$ cat config.mk
export PLATFORM = sky130hd
export DESIGN_NAME = weight_ram_controller
export DESIGN_NICKNAME = d
export VERILOG_FILES = /design/src/rtl/weight_ram_controller.sv
export SDC_FILE = /design/constraint.sdc
export NUM_CORES = 1
export LEC_CHECK = 0
export BUFFER_PORTS_ARGS = -buffer_cell sky130_fd_sc_hd__clkbuf_2
export CORE_MARGIN = 3
export CORE_UTILIZATION = 55
export DETAILED_ROUTE_END_ITERATION = 6
export PLACE_DENSITY = 0.83
export SKIP_CTS_REPAIR_TIMING = 1
export SYNTH_ARGS = -nofsm -noshare
export SYNTH_HDL_FRONTEND = slang
export SYNTH_SLANG_ARGS = --single-unit
$ cat constraint.sdc
create_clock -name Clk -period 2.9 [get_ports Clk]
set_clock_uncertainty 0.2 [all_clocks]
set_input_delay 0.29 -clock Clk [delete_from_list [all_inputs] [get_ports Clk]]
set_output_delay 0.29 -clock Clk [all_outputs]
set_load 0.01 [all_outputs]
$ cat src/rtl/weight_ram_controller.sv
// Weight RAM sequencer: streams weights/biases into a banked RAM (one bank per feature),
// then walks the filters in order, presenting each filter's bank outputs under valid/consume.
module weight_ram_controller #(
    parameter int Bit_width            = 8,
    parameter int Nr_depth             = 8,
    parameter int Depth_counter_bits   = 3,
    parameter int Nr_feature           = 6,
    parameter int Feature_counter_bits = 3
) (
    input  logic                            Clk,
    input  logic                            Rst,
    input  logic                            Load_start,
    input  logic                            In_valid,
    input  logic [Bit_width-1:0]            In_data,
    output logic                            In_ready,
    output logic                            Loaded,
    output logic                            Load_done,
    input  logic                            Run_start,
    output logic                            Weights_valid,
    output logic [Depth_counter_bits-1:0]   Filter_index,
    input  logic                            Filter_consume,
    output logic                            Run_done,
    output logic                            Ram_write_en,
    output logic [Feature_counter_bits-1:0] Ram_addr_width_write,
    output logic [Depth_counter_bits-1:0]   Ram_addr_depth_write,
    output logic [Bit_width-1:0]            Ram_write_data,
    output logic                            Ram_read_en,
    output logic [Depth_counter_bits-1:0]   Ram_addr_depth_read
);

    localparam logic [Depth_counter_bits-1:0]   LAST_D = Depth_counter_bits'(Nr_depth - 1);
    localparam logic [Feature_counter_bits-1:0] LAST_F = Feature_counter_bits'(Nr_feature - 1);
    localparam logic [Depth_counter_bits-1:0]   ONE_D  = Depth_counter_bits'(1);
    localparam logic [Feature_counter_bits-1:0] ONE_F  = Feature_counter_bits'(1);
    localparam logic [Depth_counter_bits-1:0]   ZERO_D = '0;
    localparam logic [Feature_counter_bits-1:0] ZERO_F = '0;

    typedef enum logic [2:0] {
        S_IDLE    = 3'd0,
        S_LOAD    = 3'd1,
        S_READY   = 3'd2,
        S_FETCH   = 3'd3,
        S_PRESENT = 3'd4
    } state_t;

    state_t                          r_state;
    state_t                          w_state_next;
    logic [Depth_counter_bits-1:0]   r_depth;
    logic [Depth_counter_bits-1:0]   w_depth_next;
    logic [Feature_counter_bits-1:0] r_feature;
    logic [Feature_counter_bits-1:0] w_feature_next;

    logic                            w_accept;
    logic                            w_last_beat;
    logic                            w_last_consume;

    logic                            w_in_ready;
    logic                            w_loaded;
    logic                            w_load_done;
    logic                            w_weights_valid;
    logic [Depth_counter_bits-1:0]   w_filter_index;
    logic                            w_run_done;
    logic                            w_write_en;
    logic [Feature_counter_bits-1:0] w_addr_width_write;
    logic [Depth_counter_bits-1:0]   w_addr_depth_write;
    logic [Bit_width-1:0]            w_write_data;
    logic                            w_read_en;
    logic [Depth_counter_bits-1:0]   w_addr_depth_read;

    // In_ready is high exactly while in LOAD, so it doubles as the stream handshake qualifier.
    assign w_accept       = (r_state == S_LOAD) && In_valid && In_ready;
    assign w_last_beat    = w_accept && (r_depth == LAST_D) && (r_feature == LAST_F);
    assign w_last_consume = (r_state == S_PRESENT) && Filter_consume && (r_depth == LAST_D);

    // State register
    always_ff @(posedge Clk or posedge Rst) begin
        if (Rst) begin
            r_state <= S_IDLE;
        end else begin
            r_state <= w_state_next;
        end
    end

    // Next-state decode; Load_start takes priority over Run_start in READY
    always_comb begin
        w_state_next = r_state;
        case (r_state)
            S_IDLE: begin
                if (Load_start) begin
                    w_state_next = S_LOAD;
                end else begin
                    w_state_next = S_IDLE;
                end
            end
            S_LOAD: begin
                if (w_last_beat) begin
                    w_state_next = S_READY;
                end else begin
                    w_state_next = S_LOAD;
                end
            end
            S_READY: begin
                if (Load_start) begin
                    w_state_next = S_LOAD;
                end else if (Run_start) begin
                    w_state_next = S_FETCH;
                end else begin
                    w_state_next = S_READY;
                end
            end
            S_FETCH: begin
                w_state_next = S_PRESENT;
            end
            S_PRESENT: begin
                if (w_last_consume) begin
                    w_state_next = S_READY;
                end else if (Filter_consume) begin
                    w_state_next = S_FETCH;
                end else begin
                    w_state_next = S_PRESENT;
                end
            end
            default: begin
                w_state_next = S_IDLE;
            end
        endcase
    end

    // Filter (depth) and bank (feature) counters; load order is filter-major
    always_comb begin
        w_depth_next   = r_depth;
        w_feature_next = r_feature;
        case (r_state)
            S_IDLE: begin
                if (Load_start) begin
                    w_depth_next   = ZERO_D;
                    w_feature_next = ZERO_F;
                end else begin
                    w_depth_next   = r_depth;
                    w_feature_next = r_feature;
                end
            end
            S_LOAD: begin
                if (w_accept && (r_feature == LAST_F)) begin
                    w_depth_next   = r_depth + ONE_D;
                    w_feature_next = ZERO_F;
                end else if (w_accept) begin
                    w_depth_next   = r_depth;
                    w_feature_next = r_feature + ONE_F;
                end else begin
                    w_depth_next   = r_depth;
                    w_feature_next = r_feature;
                end
            end
            S_READY: begin
                if (Load_start) begin
                    w_depth_next   = ZERO_D;
                    w_feature_next = ZERO_F;
                end else if (Run_start) begin
                    w_depth_next   = ZERO_D;
                    w_feature_next = r_feature;
                end else begin
                    w_depth_next   = r_depth;
                    w_feature_next = r_feature;
                end
            end
            S_PRESENT: begin
                if (w_last_consume) begin
                    w_depth_next = ZERO_D;
                end else if (Filter_consume) begin
                    w_depth_next = r_depth + ONE_D;
                end else begin
                    w_depth_next = r_depth;
                end
            end
            default: begin
                w_depth_next   = r_depth;
                w_feature_next = r_feature;
            end
        endcase
    end

    // Counter registers
    always_ff @(posedge Clk or posedge Rst) begin
        if (Rst) begin
            r_depth   <= ZERO_D;
            r_feature <= ZERO_F;
        end else begin
            r_depth   <= w_depth_next;
            r_feature <= w_feature_next;
        end
    end

    // Output decode: next-cycle values of every registered output, keyed off the next state
    always_comb begin
        w_in_ready      = (w_state_next == S_LOAD);
        w_loaded        = (w_state_next == S_READY) || (w_state_next == S_FETCH) ||
                          (w_state_next == S_PRESENT);
        w_load_done     = w_last_beat;
        w_run_done      = w_last_consume;
        w_write_en      = w_accept;
        w_read_en       = (w_state_next == S_FETCH);
        w_weights_valid = (w_state_next == S_PRESENT);
        if (w_accept) begin
            w_addr_width_write = r_feature;
            w_addr_depth_write = r_depth;
            w_write_data       = In_data;
        end else begin
            w_addr_width_write = Ram_addr_width_write;
            w_addr_depth_write = Ram_addr_depth_write;
            w_write_data       = Ram_write_data;
        end
        if (w_state_next == S_FETCH) begin
            w_addr_depth_read = w_depth_next;
        end else begin
            w_addr_depth_read = Ram_addr_depth_read;
        end
        if (w_state_next == S_PRESENT) begin
            w_filter_index = w_depth_next;
        end else begin
            w_filter_index = Filter_index;
        end
    end

    // Output registers
    always_ff @(posedge Clk or posedge Rst) begin
        if (Rst) begin
            In_ready             <= 1'b0;
            Loaded               <= 1'b0;
            Load_done            <= 1'b0;
            Weights_valid        <= 1'b0;
            Filter_index         <= ZERO_D;
            Run_done             <= 1'b0;
            Ram_write_en         <= 1'b0;
            Ram_addr_width_write <= ZERO_F;
            Ram_addr_depth_write <= ZERO_D;
            Ram_write_data       <= {Bit_width{1'b0}};
            Ram_read_en          <= 1'b0;
            Ram_addr_depth_read  <= ZERO_D;
        end else begin
            In_ready             <= w_in_ready;
            Loaded               <= w_loaded;
            Load_done            <= w_load_done;
            Weights_valid        <= w_weights_valid;
            Filter_index         <= w_filter_index;
            Run_done             <= w_run_done;
            Ram_write_en         <= w_write_en;
            Ram_addr_width_write <= w_addr_width_write;
            Ram_addr_depth_write <= w_addr_depth_write;
            Ram_write_data       <= w_write_data;
            Ram_read_en          <= w_read_en;
            Ram_addr_depth_read  <= w_addr_depth_read;
        end
    end

endmodule

# After elaboration in Yosys (flattened, before gate mapping)
# Cells that the tools add are included.
# word_totals
wordCells	60
ff_bits	36
output_inout_bits	27
in_bits	14
# op_classes
n_eq_ne	12
n_mux	18
reduce_logical	13
add_sub_neg	2
# op_table
operator	count
$mux W3	11
$pmux W3 S5	1
$eq A3 B2 Y1 const B	4
$eq A3 B3 Y1 const B	4
$pmux W3 S4	1
$logic_and A1 B1 Y1	7
$add A3 B1 Y3 const B	2
$eq A3 B1 Y1 const B	2
$pmux W3 S2	1
$mux W2	2
$logic_not A3 Y1	1
$ne A3 B2 Y1 const B	1
$reduce_and A3 Y1	1
$logic_or A1 B1 Y1	2
$mux W1	2
$ne A2 B1 Y1 const B	1
$reduce_bool A2 Y1	1
$reduce_or A2 Y1	1

# Depth between registers and ports, before layout
# Gate-level depths: netlist (run 1).
# logic_depth
ltp_word	10
mapped_depth	6
ltp_nobuf	6

# Worst setup path before layout (run 1)
# OpenSTA, ideal clock, no wires.
# synth_path
path_kind	flip-flop to flip-flop
from	reg r_depth[0]
to	reg Ram_addr_depth_read[0]
t_arrival_ns	1.551
stages_incl_launch_ff	6
setup_slack_ns	1.024
path_buffers	0
setup_time_ns	0.125
path_cell_list	dfrtp_1 -> ha_1 -> ha_1 -> and2b_1 -> o31ai_4 -> mux2_4
# synth_via
elab_chain_len	6
# synth_lines
item	line_no	text
from (decl)	48	logic [Depth_counter_bits-1:0] r_depth;
from (signal assigned)	189	r_depth <= w_depth_next;
$eq A3 B3 Y1	72, 73	
$logic_and A1 B1 Y1 (2 in series)	72	assign w_last_beat = w_accept && (r_depth == LAST_D) && (r_feature == LAST_F);
$mux W2	96	if (w_last_beat) begin
$pmux W3 S5	87	case (r_state)
$eq A3 B2 Y1	213	if (w_state_next == S_FETCH) begin
to (signal assigned)	252	Ram_addr_depth_read <= w_addr_depth_read;
to (decl)	28	output logic [Depth_counter_bits-1:0] Ram_addr_depth_read
# Several ways; a longest one is shown, not always the timed one.
# A chain may end at the register's enable or synchronous reset.

# Worst setup path after layout (run 1)
# layout_path
from	reg r_state[0]
to	reg Ram_write_data[5]
# layout_via
elab_chain_len	3
# layout_lines
item	line_no	text
from (decl)	46	state_t r_state;
from (signal assigned)	80	r_state <= w_state_next;
$eq A3 B1 Y1	71	assign w_accept = (r_state == S_LOAD) && In_valid && In_ready;
$logic_and A1 B1 Y1 (2 in series)	71	
to (signal assigned)	237	Ram_write_data <= {Bit_width{1'b0}};
to (signal assigned)	250	Ram_write_data <= w_write_data;
to (decl)	26	output logic [Bit_width-1:0] Ram_write_data,
# Every way passes these cells.

==> flow_summary.yaml, run 1 <==
run_status:
  outcome: "finished, final reports clean"
floorplan:
  io_pins: 41
  row_count: 18
  core_area_um2: 2590
  start_util_pct: 60.1
  die_y_um: 59.2
  fp.dieW_um: 59.2
  die_area_um2: 3500
setup_path:
  crit_path_end_kind: "flip-flop"
  crit_type: "reg2reg"
  critPathLaunch: "r_state[0]"
  startpoint_type: "flip-flop"
  r2r_start: "r_state[0]"
  cp_max_fo: 15
  crit_required_ns: 2.93
  crit_arrival_ns: 2.25
logic_synthesis:
  synth.most_common_cell: "dfrtp_1"
  synth.top_cell.area_share_pct: 57.9
  synth_edf_count: 0
  syn_nets: 137
  yosysUniqueCellTypes: 36
  syn_area_um2: 1560
  synth_area_leaders: "dfrtp_1, mux2_1, ha_1"
  ys_ff_latch: 36
  syn_area_per_cell_um2: 13.1
  synth.yosys.warnings: 0
  yosysTopAreaCell: "dfrtp_1"
  synthArstFlopShare_pct: 100
  yosysSeqAreaShare_pct: 57.9
  netlist_instances: 119
  synthFlopType: "dfrtp_1"
  synthTopCellsByCount: "dfrtp_1, mux2_1, inv_1"
global_routing:
  grt_max_degree: 37
  grt-ovfl-total: 0
  grt_pass1_vias: 983
  antenna_found_initial: 0
  grt_usage_pct: 16.4
  grt_pass1_wl_um: 4280
clock_tree:
  cts_max_path_buffers: 2
  clk_pin_slew_ns: 0.10
  cts_sinks: 36
  clockRootBuffer: "clkbuf_4"
  cts_tree: "yes"
  clk_latency_ns: 0.34
  htreeDepth: 2
  cts_buffers: 5
placed_design:
  dp_hpwl_um: 1980
  place_inst: 186
  port_buffers: 40
  gp_congestion: 0.730
  postPlaceCellArea_um2: 1760
power:
  ir_drop_v: 0.000501
  p_total_w: 0.00118
  power.density_nw_per_um2: 619
  p_leak_nw: 1.02
worst_hold_path:
  hold_class: "in2reg"
  min-delay-start: "Filter_consume"
timing:
  setup_violations: 0
  fin_setup_tns_ns: 0
  worst_slew_pin_slew_ns: 0.621
  hold_violations: 0
  grt_setup_unrepaired: "no"
  maxSlewViolCount: 0
  min_period_ns: 2.22
  fin_crit_sh_pct: 76.6
  relSlewSlack_pct: 58.6
  fmax_mhz: 450
drt:
  wl_um: 2670
  dr.pass1.iters: 4
  avgRoutedWirePerCell_um: 13.1
  post-route-drc-count: 0
  ant_nets: 0
  vias_per_cell: 5.16
  vias: 1048
  drtIter0Drc: 22
cells_and_area:
  n_fill_cell: 183
  layout.cells.non_filler: 203
  synthToLayoutAreaGrowth_pct: 22.9
  drive_gt1_share_pct: 33.5
  post-route-util_pct: 73.9
  finalNetCount: 190
  antennaDiodeCount: 0
  final_cell_area_um2: 1910
flow_run:
  maxCapViolations: 0
==> stage by stage <==
stage | worst slack, ns | hold WS, ns
3_5_place_dp | 0.665 | 0.192
3_3_place_gp | 0.753 | 0.179
6_report | 0.678 | 0.203
2_1_floorplan | 1.02 | 0.225
4_1_cts | 0.646 | -0.194
5_1_grt | 0.467 | 0.218
==> path summary, 6_finish.rpt <==
path / end / slack (ns) / cells past startpoint
worst min-delay path: r_state[1] / 0.20 / 4
max in group asynchronous: r_state[1] / 1.83 / 4
worst max-delay path: Ram_write_data[5] / 0.68 / 3
min in group asynchronous: Ram_write_data[0] / 0.36 / 4
worst min register to register: Ram_addr_width_write[1] / 0.30 / 1
worst max register to register: Ram_write_data[5] / 0.68 / 3
==> layout by cell type, fill, tap and decap left out, types with 3 or more instances in the layout <==
master and instances:
a21oi_1 4, clkbuf_2 40, clkbuf_4 5, dfrtp_1 36
dlygate4sd3_1 9, ha_1 4, inv_1 9, mux2_1 14
mux2i_1 4, nand2_1 6, nand2b_1 3, nand3_1 4
o21ai_0 4
==> registers in the layout, summed over array words and instances, names as in the netlist <==
| signal | cells |
|---|---|
| Ram_write_data | 8 |
| Filter_index | 3 |
| Ram_addr_depth_read | 3 |
| Ram_addr_depth_write | 3 |
| Ram_addr_width_write | 3 |
| r_depth | 3 |
| r_feature | 3 |
| r_state | 3 |
| In_ready | 1 |
| Load_done | 1 |
| Loaded | 1 |
| Ram_read_en | 1 |
| Ram_write_en | 1 |
| Run_done | 1 |
| Weights_valid | 1 |
==> kinds of logic after synthesis <==
kind of cell | count (synthesis) | synth area share, %
adders and majority gates | 4 | 3.22
DFF | 36 | 57.9
muxes | 20 | 14.4
and+or+nand+nor | 28 | 11.3
buffers and inverters | 14 | 5.06
AOI/OAI and AO/OA | 17 | 8.12
==> routing by layer <==
layer,share of wire (%),global-route usage [%],up-vias
met2,48,26.4,34
met1,43,19.5,488
met4,1.3,8.74,0
met5,0,0,-
met3,7.6,5.01,6
li1,-,-,520
==> power by group <==
group	switching, W	internal [W]	total [W]
combinational	0.000135	0.000129	0.000264
clock	0.000154	0.000119	0.000273
sequential	0.0000597	0.000589	0.000649
total	0.000348	0.000836	0.00118
==> layout make-up <==
class | count | area, µm² | share of cell area [%]
inverters | 10 | 37.5 | 1.96
flip-flops and latches | 36 | 901 | 47.1
well taps | 30 | 37.5 | 1.96
repair buffers | 50 | 298 | 15.6
clock inverters | 1 | 7.51 | 0.392
clock buffers | 7 | 55.1 | 2.88
multi-input cells | 69 | 577 | 30.2
==> worst max-delay path, stage by stage (launching register included) <==
cell,delay (ns)
dfrtp_1,0.55
nor3b_2,0.35
and3_1,0.61
mux2_1,0.39
Power figures use the tool's default switching activity.
==> inputs of run 2 (changes only) <==
Settings changed: CORE_UTILIZATION 55 to 46, PLACE_DENSITY 0.83 to 0.74.
Clock period 2.9 ns to 1.95 ns, I/O delays scaled along.
==> flow_summary.yaml, run 2 (synthesis results as in run 1) <==
cells_and_area:
  final_common_cell: "clkbuf_2"
  final_cell_mix: "clkbuf_2, dfrtp_1, mux2_1, buf_4"
  finalNetCount: 203
  multi_input_area_um2: 584
  n_fill_cell: 253
  largest_register_ffs: 8
  synthToLayoutAreaGrowth_pct: 32.1
  seq_area_um2: 902
  antennaDiodeCount: 0
  largest_register: "Ram_write_data"
  drive_gt1_share_pct: 40.0
  final_cell_area_um2: 2060
drt:
  dr.pass1.iters: 4
  vias: 1117
  post-route-drc-count: 0
  drtIter0Drc: 10
  wl_um: 2960
  avgRoutedWirePerCell_um: 12.9
  ant_nets: 0
  vias_per_cell: 4.88
run_status:
  outcome: "finished, final reports clean"
placed_design:
  gp_congestion: 0.896
  dp_slack_ns: 0.0361
  postPlaceCellArea_um2: 1870
  port_buffers: 40
  dp_hpwl_um: 2190
timing:
  hold_violations: 0
  setup_violations: 0
  fmax_mhz: 538
  relSlewSlack_pct: 70.8
  worst_slew_pin_slew_ns: 0.437
  min_period_ns: 1.86
  fin_crit_sh_pct: 95.4
  maxSlewViolCount: 0
  setup_ws_ns: 0.0904
setup_path:
  crit_required_ns: 1.98
  startpoint_type: "flip-flop"
  crit_type: "reg2reg"
  crit_arrival_ns: 1.89
  crit_path_end_kind: "flip-flop"
  cp_max_fo: 4
floorplan:
  start_util_pct: 49.8
  fp.dieW_um: 64.2
  io_pins: 41
  row_count: 20
  die_y_um: 64.2
  die_area_um2: 4120
  core_area_um2: 3130
power:
  power.density_nw_per_um2: 904
  p_leak_nw: 1.09
  ir_drop_v: 0.000707
clock_tree:
  cts_buffers: 5
  cts_max_path_buffers: 2
  clk_latency_ns: 0.33
  cts_sinks: 36
  clk_pin_slew_ns: 0.10
  clockRootBuffer: "clkbuf_4"
  cts_tree: "yes"
  htreeDepth: 2
global_routing:
  grt-ovfl-total: 0
  grt_pass1_vias: 1117
  grt_usage_pct: 15.9
  grt_pass1_wl_um: 4950
  antenna_found_initial: 0
  grt_max_degree: 37
flow_run:
  maxCapViolations: 0
worst_hold_path:
  hold_class: "in2reg"
run 2: critical path: stages, from the launching register on:
cell and delay [ns]:
dfrtp_1 0.38, ha_1 0.16, ha_2 0.21, and2b_1 0.24, o31ai_4 0.23, mux2_4 0.32
run 2: final cells by class:
type	count	share of cell area, %
flip-flops and latches	36	43.9
multi-input cells	69	28.4
repair buffers	63	20.0
clock buffers	7	3.16
well taps	44	2.68
inverters	10	1.83
run 2: where the power goes:
group,internal (W),leakage (nW),total [W],switching [W]
logic,0.000252,0.607,0.000483,0.000230
registers,0.000876,0.450,0.000946,0.0000706
clock network,0.000204,0.0374,0.000429,0.000225
run 2: final timing paths:
kind,startpoint,to,slack (ns),depth (start not counted)
setup / recovery,r_depth[1],Ram_addr_depth_read[0],0.09,5
max in group asynchronous,Rst,r_state[1],0.93,4
hold reg to reg,Ram_write_data[3],Ram_write_data[3],0.29,1
setup reg to reg,r_depth[1],Ram_addr_depth_read[0],0.09,5
hold / removal,Filter_consume,r_state[1],0.11,4
min in group asynchronous,Rst,Ram_write_data[6],0.28,4
run 2: layer usage:
layer	wire, µm	part of all wire [%]	track usage [%]	vias up
met4	53	1.8	6.33	0
met2	1450	49	27.0	35
met5	0	0	0	-
li1	-	-	-	544
met1	1240	42	18.1	532
met3	222	7.5	5.80	6
run 2: per-stage QoR:
stage	setup TNS, ns	hold slack, ns	utilization, %	total power (W)	cells
floorplan	0	0.130	-	0.00121	119
global placement	0	0.0914	59.9	0.00139	211
detailed placement	0	0.107	59.9	0.00141	211
CTS	0	-0.265	62.0	0.00184	218
global route	-0.0169	0.121	65.7	0.00199	229
finish	0	0.113	65.7	0.00186	229
